==> src/rtl/arith_pkg.sv <==
// ----------------------------------------------------------------------------
// arith_pkg
//   Shared constants and helpers for the arithmetic component library.
//
//   MUL_DEFAULT_WIDTH : default operand width of the unsigned multiplier leaf
//   prod_width(w)     : full-width product size for two w-bit operands
// ----------------------------------------------------------------------------
package arith_pkg;

    localparam int MUL_DEFAULT_WIDTH = 4;

    // Operand width bounds the multiplier array is built for.
    localparam int MUL_MIN_WIDTH = 2;
    localparam int MUL_MAX_WIDTH = 16;

    // An unsigned w x w product never needs more than 2*w bits.
    function automatic int prod_width(input int w);
        return 2 * w;
    endfunction

endpackage : arith_pkg

==> src/rtl/full_adder.sv <==
// ----------------------------------------------------------------------------
// full_adder
//   One-bit full adder cell used to build the multiplier's adder array.
//
//   Ports:
//     a, b  : addend bits
//     cin   : carry in
//     s     : sum bit
//     cout  : carry out
// ----------------------------------------------------------------------------
module full_adder (
    input  logic a,
    input  logic b,
    input  logic cin,
    output logic s,
    output logic cout
);

    assign s    = a ^ b ^ cin;
    assign cout = (a & b) | (cin & (a ^ b));

endmodule : full_adder

==> src/rtl/multiplier_4bu.sv <==
// ----------------------------------------------------------------------------
// multiplier_4bu
//   Clocked unsigned array multiplier. An AND-gate partial-product array is
//   reduced by WIDTH-1 rows of ripple-carry full adders; the exact 2*WIDTH-bit
//   product is captured in an output register together with a valid flag.
//   Latency 1 cycle, throughput 1 product per cycle, no backpressure.
//
//   Parameters:
//     WIDTH     : operand width, 2..16 (default 4)
//
//   Ports:
//     clk       : clock, rising edge
//     rst_n     : asynchronous active-low reset (p and out_valid forced to 0)
//     in_valid  : sample a/b on this rising edge
//     a, b      : unsigned operands, WIDTH bits
//     p         : registered product a*b, 2*WIDTH bits
//     out_valid : high for one cycle when p holds a newly computed product
// ----------------------------------------------------------------------------
module multiplier_4bu
    import arith_pkg::*;
#(
    parameter int WIDTH = MUL_DEFAULT_WIDTH
) (
    input  logic                         clk,
    input  logic                         rst_n,
    input  logic                         in_valid,
    input  logic [WIDTH-1:0]             a,
    input  logic [WIDTH-1:0]             b,
    output logic [prod_width(WIDTH)-1:0] p,
    output logic                         out_valid
);

    localparam int PW = prod_width(WIDTH);

    // ------------------------------------------------------------------
    // Partial products: pp[i][j] = a[j] & b[i]
    // ------------------------------------------------------------------
    logic [WIDTH-1:0][WIDTH-1:0] pp;

    generate
        for (genvar gi = 0; gi < WIDTH; gi++) begin : g_pp_row
            for (genvar gj = 0; gj < WIDTH; gj++) begin : g_pp_col
                assign pp[gi][gj] = a[gj] & b[gi];
            end
        end
    endgenerate

    // ------------------------------------------------------------------
    // Adder array.
    //   acc[i] is the WIDTH+1 bit running sum after row i, aligned so that
    //   its bit 0 has weight 2^i. Bit 0 is final at that point and becomes
    //   product bit i; bits WIDTH:1 are carried into the next row, where
    //   pp[i] (already at weight 2^i relative to that window) is added by a
    //   WIDTH-bit ripple-carry adder. The last row's full result forms the
    //   top WIDTH+1 product bits.
    // ------------------------------------------------------------------
    logic [WIDTH-1:0][WIDTH:0] acc;
    logic [PW-1:0]             prod_d;

    assign acc[0] = {1'b0, pp[0]};

    generate
        for (genvar gi = 1; gi < WIDTH; gi++) begin : g_add_row
            logic [WIDTH:0]   carry;
            logic [WIDTH-1:0] sum;

            assign carry[0] = 1'b0;

            for (genvar gj = 0; gj < WIDTH; gj++) begin : g_add_col
                full_adder u_fa (
                    .a    (acc[gi-1][gj+1]),
                    .b    (pp[gi][gj]),
                    .cin  (carry[gj]),
                    .s    (sum[gj]),
                    .cout (carry[gj+1])
                );
            end

            assign acc[gi] = {carry[WIDTH], sum};
        end
    endgenerate

    // Low product bits retire one per row; the final row supplies the rest.
    generate
        for (genvar gi = 0; gi < WIDTH - 1; gi++) begin : g_low_bits
            assign prod_d[gi] = acc[gi][0];
        end
    endgenerate

    assign prod_d[PW-1:WIDTH-1] = acc[WIDTH-1];

    // ------------------------------------------------------------------
    // Output register. p only moves on an accepted sample, so it holds
    // the last product while in_valid is low.
    // ------------------------------------------------------------------
    logic [PW-1:0] p_q;
    logic          out_valid_q;

    always_ff @(posedge clk or negedge rst_n) begin
        if (!rst_n) begin
            p_q         <= '0;
            out_valid_q <= 1'b0;
        end else begin
            out_valid_q <= in_valid;
            if (in_valid) begin
                p_q <= prod_d;
            end
        end
    end

    assign p         = p_q;
    assign out_valid = out_valid_q;

endmodule : multiplier_4bu

==> config.mk <==
export PLATFORM = sky130hd
export DESIGN_NAME = multiplier_4bu
export DESIGN_NICKNAME = d
export VERILOG_FILES = /design/src/rtl/arith_pkg.sv /design/src/rtl/full_adder.sv /design/src/rtl/multiplier_4bu.sv
export SDC_FILE = /design/constraint.sdc
export NUM_CORES = 1
export LEC_CHECK = 0
export CAP_MARGIN = 5
export CORE_AREA = 2 2 39 41
export DETAILED_ROUTE_END_ITERATION = 12
export DIE_AREA = 0 0 41 43
export DONT_BUFFER_PORTS = 1
export HOLD_SLACK_MARGIN = 0.1
export PLACE_DENSITY = 0.76
export SLEW_MARGIN = 0
export SYNTH_ARGS = -nofsm -noshare
export SYNTH_HDL_FRONTEND = slang
export SYNTH_SLANG_ARGS = --single-unit
==> constraint.sdc <==
create_clock -name clk -period 0.92 [get_ports clk]
set_input_delay 0.092 -clock clk [delete_from_list [all_inputs] [get_ports clk]]
set_output_delay 0.092 -clock clk [all_outputs]
set_load 0.05 [all_outputs]
Yosys cells after proc, flatten, opt, wreduce, memory -nomap -nowiden
Index checks and enable logic that the tools add are counted.
{"block": "word_totals", "ff_bits": 9, "latch_bits": 0, "ram_bits": 0, "rom_bits": 0, "output_inout_bits": 9, "word_cells": 66, "memories": 0}
{"block": "classes", "n_addsub": 0, "multipliers": 0, "div": 0, "order_cmp": 0, "n_eq_ne": 0, "shifts": 0, "muxes": 0, "bitwise": 64, "n_reduce_logical": 0}
{"cell": "1-bit bitwise AND", "n": 36}
{"cell": "1-bit XOR", "n": 20}
{"cell": "1-bit OR", "n": 8}

Longest topological paths before layout
{"block": "logic_depth", "word_depth": 16, "depth_mapped": 13, "ltp_nobuf": 13}

Cells and area by module
A second synthesis with hierarchy kept.
{"block": "unflattened", "cells_unflattened": 48, "hier_area_um2": 693.2}
{"module": "multiplier_4bu", "instances": 1, "cells_per_inst": 36, "area_per_inst_um2": 452.9, "seq_area_each_um2": 225.2}
{"module": "full_adder", "instances": 12, "cells_per_inst": 1, "area_per_inst_um2": 20.0, "seq_area_each_um2": 0.0}

Worst setup path before layout
OpenSTA, ideal clock, no wires.
{"block": "synth_timing", "path_type": "in2reg", "start": "input b[0]", "end": "register p_q[6], in the netlist p[6]", "t_arrival_ps": 3555, "slack_ps": -2759, "path_stages": 13, "path_cell_list": "and2_1 ha_1 inv_1 fa_1 fa_1 inv_1 fa_1 fa_1 fa_1 inv_1 fa_1 fa_1 mux2i_1"}
{"block": "synth_via", "elab_chain_len": 15, "elab_cells_between_ends": 43, "classes_between": "bitwise: 43"}
{"item": "start, declared", "line_no": "multiplier_4bu.sv:28", "text": "input logic [WIDTH-1:0] b,"}
{"item": "1-bit bitwise AND", "line_no": "multiplier_4bu.sv:43", "text": "assign pp[gi][gj] = a[gj] & b[gi];"}
{"item": "1-bit bitwise AND or 1-bit XOR (tied branches)", "line_no": "full_adder.sv:20, full_adder.sv:19"}
{"item": "1-bit bitwise AND", "line_no": "full_adder.sv:20", "text": "assign cout = (a & b) | (cin & (a ^ b));"}
{"item": "1-bit OR", "line_no": "full_adder.sv:20"}
{"item": "1-bit bitwise AND or 1-bit XOR (tied branches)", "line_no": "full_adder.sv:20, full_adder.sv:19"}
{"item": "1-bit OR or 1-bit XOR (tied branches)", "line_no": "full_adder.sv:20, full_adder.sv:19"}
{"item": "1-bit XOR or 1-bit bitwise AND (tied branches)", "line_no": "full_adder.sv:19, full_adder.sv:20"}
{"item": "1-bit XOR or 1-bit OR (tied branches)", "line_no": "full_adder.sv:19, full_adder.sv:20"}
{"item": "1-bit XOR or 1-bit bitwise AND (tied branches)", "line_no": "full_adder.sv:19, full_adder.sv:20"}
{"item": "1-bit XOR or 1-bit OR (tied branches)", "line_no": "full_adder.sv:20"}
{"item": "1-bit bitwise AND or 1-bit XOR (tied branches)", "line_no": "full_adder.sv:20, full_adder.sv:19"}
{"item": "1-bit OR or 1-bit XOR (tied branches)", "line_no": "full_adder.sv:20"}
{"item": "1-bit bitwise AND", "line_no": "full_adder.sv:20"}
{"item": "1-bit OR", "line_no": "full_adder.sv:20"}
{"item": "1-bit XOR *", "line_no": "full_adder.sv:19", "text": "assign s = a ^ b ^ cin;"}
{"item": "end signal, assigned", "line_no": "multiplier_4bu.sv:106", "text": "p_q <= prod_d;"}
{"item": "end, declared", "line_no": "multiplier_4bu.sv:96", "text": "logic [PW-1:0] p_q;"}
Every way passes the cells marked *; elsewhere a longest branch is shown, timed or not.
A chain may end at the register's enable or synchronous reset.

Worst setup path in the final report
Same ends and word-level chain as after synthesis.

==> summary.md <==
| Metric | Value |
|---|---|
| Post-synthesis cell area | `between 600 and 700 µm²` |
| Yosys cell types | `13` |
| Antenna violations before repair | `0` |
| Largest net degree at the start of global routing | `12` |
| Clk_skew | `0 ns` |
| Residual DRC | `0` |
| Via density | `about 4.8` |
| Violated checks | `hold timing, setup timing` |
| Max Freq | `~300 MHz` |
| Crit path DAT | `~3.4 ns` |
| CTS Buffer Depth | `2` |
| Final Critical Period | `~3.2 ns` |
| CTS Buf Count | `3` |
| Final TNS setup | `-9.69 ns` |
| Hold Path Sink | `out_valid` |
| Worst Hold Launch | `in_valid` |
| Antenna cells | `0` |
| Area grow syn2layout | `30.8%` |
| Placed insts | `83` |
| Vias | `roughly 420` |
| Die H | `roughly 43 µm` |
| Final hold slack | `-0.143 ns` |
| RSZ-0062 raised after global routing | `yes` |
| Drt first pass iters | `2` |
| Worst slew margin | `71.9%` |
| Tcrit/Tclk final | `352%` |
| Place WS | `-2.61 ns` |
| GRT Total Usage | `16.1%` |
| Post-layout util | `between 60% and 70%` |
| GRT overflow | `0` |
| Clk Latency, worst-skew pair | `0.26 ns` |
| Root buf cell | `clkbuf_4` |
| Avg Cell Area, Syn | `between 10 and 15 µm²` |
| Lkg Pwr | `0.401 nW` |
| RR Endpoint | `p[1]` |
| First-pass GRT wire length | `around 2000 µm` |
| Die area | `approximately 1800 µm²` |
| WL final | `between 1000 and 1500 µm` |
| TritonCTS clock tree | `done` |
| Worst slew pin tran | `approximately 0.42 ns` |
| Cell row count | `14` |
| Reg-to-reg critical path startpoint | `p[1]` |
| RePlAce Congestion | `about 0.83` |
| R2R Setup Slk | `0.14 ns` |
| H-tree Lvls | `1` |
| Status | `complete, but fails checks` |
| Commonest non-fill, non-tap cells in the layout | `8 x dfrtp_1, 8 x buf_6, 7 x inv_1, 7 x nand2_1, 6 x and2_1` |
| Core area | `approximately 1400 µm²` |
| Final hold vios | `9` |
| Setup bufs post-CTS | `0` |
| Starting density of the core | `between 40% and 50%` |
| Flops & latches, synth | `9` |
| CP Launch Type | `primary input` |
| Synth Instances | `roughly 60` |
| Final #Nets | `96` |
| Reg2Reg Depth | `1` |
| Vias in the first global route | `480` |
| Final setup fails | `6` |
| Share of cells above drive strength 1 | `45.8%` |
| Routed wire per std cell | `~13 µm` |
| Worst vdd ir | `roughly 1.2 mV` |
| Ys Warns | `0` |
| Clock-pin slew on the worst setup and hold paths | `0.07 ns` |
| DP Wirelength | `between 900 and 1000 µm` |
| Post-CTS Hold Buffers | `1` |
| WHS Path Cells | `0` |
| PD cells | `between 1500 and 2000 nW/µm²` |
| Register area share after synthesis | `approximately 34%` |
| Max-Cap Viols | `0` |
| WS Path Type | `in -> reg` |
| Synthesized netlist net count | `82` |
| Crit path capture type | `flop` |
| DRT antenna net count | `0` |
| Number of max-slew violations in the final report | `0` |
| Initial detailed-routing violation count | `4` |
| Width of the chip | `41 µm` |
| Non-Filler Instances | `between 80 and 90` |
| Worst Hold Class | `in -> reg` |
| Buffers on Ports | `0` |
| Sink Count | `9` |
| I/O pin cnt | `20` |
| Critical path peak fanout | `4` |
| Post-route worst setup slack | `-2.32 ns` |
| Req. time, crit path | `roughly 1.1 ns` |
[kinds of logic (layout without fill, tap and decap cells)]
| logic type | after synthesis | after routing | synth area share, % |
|---|---|---|---|
| AND/OR/NAND/NOR | 17 | 17 | 12.9 |
| AO/OA/AOI/OAI | 2 | 2 | 1.51 |
| flip-flops | 9 | 9 | 34.0 |
| buffers and inverters | 13 | 26 | 8.51 |
| adder cells (fa/ha/maj) | 12 | 12 | 31.8 |
| multiplexers | 6 | 6 | 11.3 |
[power breakdown]
group	switching (mW)	leakage [nW]	internal, mW
clock	0.148	0.0177	0.160
sequential	0.0618	0.108	0.484
combinational	0.488	0.275	0.338
total	0.698	0.401	0.983
[stage by stage]
step | power, mW | cell area [µm²]
floorplan | 1.10 | 706
detailed placement | 1.29 | 782
CTS | 1.70 | 862
global placement | 1.27 | 782
finish | 1.68 | 866
global route | 1.79 | 866
[worst max path at each step]
stage | start | endpoint | slack [ns] | depth (start not counted)
after floorplan | b[0] | p[6] | -2.53 | 13
after global routing | b[0] | p[6] | -2.39 | 13
after detailed placement | b[0] | p[6] | -2.61 | 13
final | b[0] | p[6] | -2.32 | 13
after global placement | b[0] | p[6] | -2.56 | 13
after CTS | b[0] | p[6] | -2.32 | 13
[state kept, by name (all words and copies together), names as in the netlist]
name / flops
out_valid: 1
p: 8
[cells in the mapped netlist]
cell type	n	share of area [%]
a21oi_1	1	0.76
and2_1	8	7.6
buf_6	1	1.7
dfrtp_1	9	34
fa_1	8	24
ha_1	4	7.6
inv_1	12	6.8
mux2_4	3	6.8
mux2i_1	3	4.5
nand2_1	7	4.0
nand3_1	1	0.76
nor2_1	1	0.57
o21ai_0	1	0.76
[timing repair]
item,CTS,global route
resized for setup,11,2
setup endpoints to repair,14,13
pin swaps,2,1
endpoints found under the hold margin,18,9
[worst max-delay path: stages]
cell     delay (ns)
and2_4         0.13
ha_4           0.12
inv_2          0.03
fa_2           0.32
fa_1           0.50
inv_2          0.04
fa_2           0.33
fa_2           0.34
fa_1           0.50
inv_2          0.04
fa_2           0.37
fa_1           0.48
mux2i_1        0.07
[per-layer routing]
metal  share of wire [%]  up-vias  global-route usage [%]
li1                    -      204                       -
met1                  46      204                    23.6
met2                  49       10                    23.8
met5                   0        -                       0
met4                   0        0                    4.00
met3                 5.1        0                    3.66
[final cells by class]
cell class / count / area, µm²
multi-input combinational: 37 / 439
sequential: 9 / 226
clock buffer: 3 / 22.5
inverter: 12 / 45.0
fill: 123 / 518
timing repair buffer: 10 / 108
clock inverter: 1 / 5.00
tap: 16 / 20.0
(Power assumes the default switching activity.)
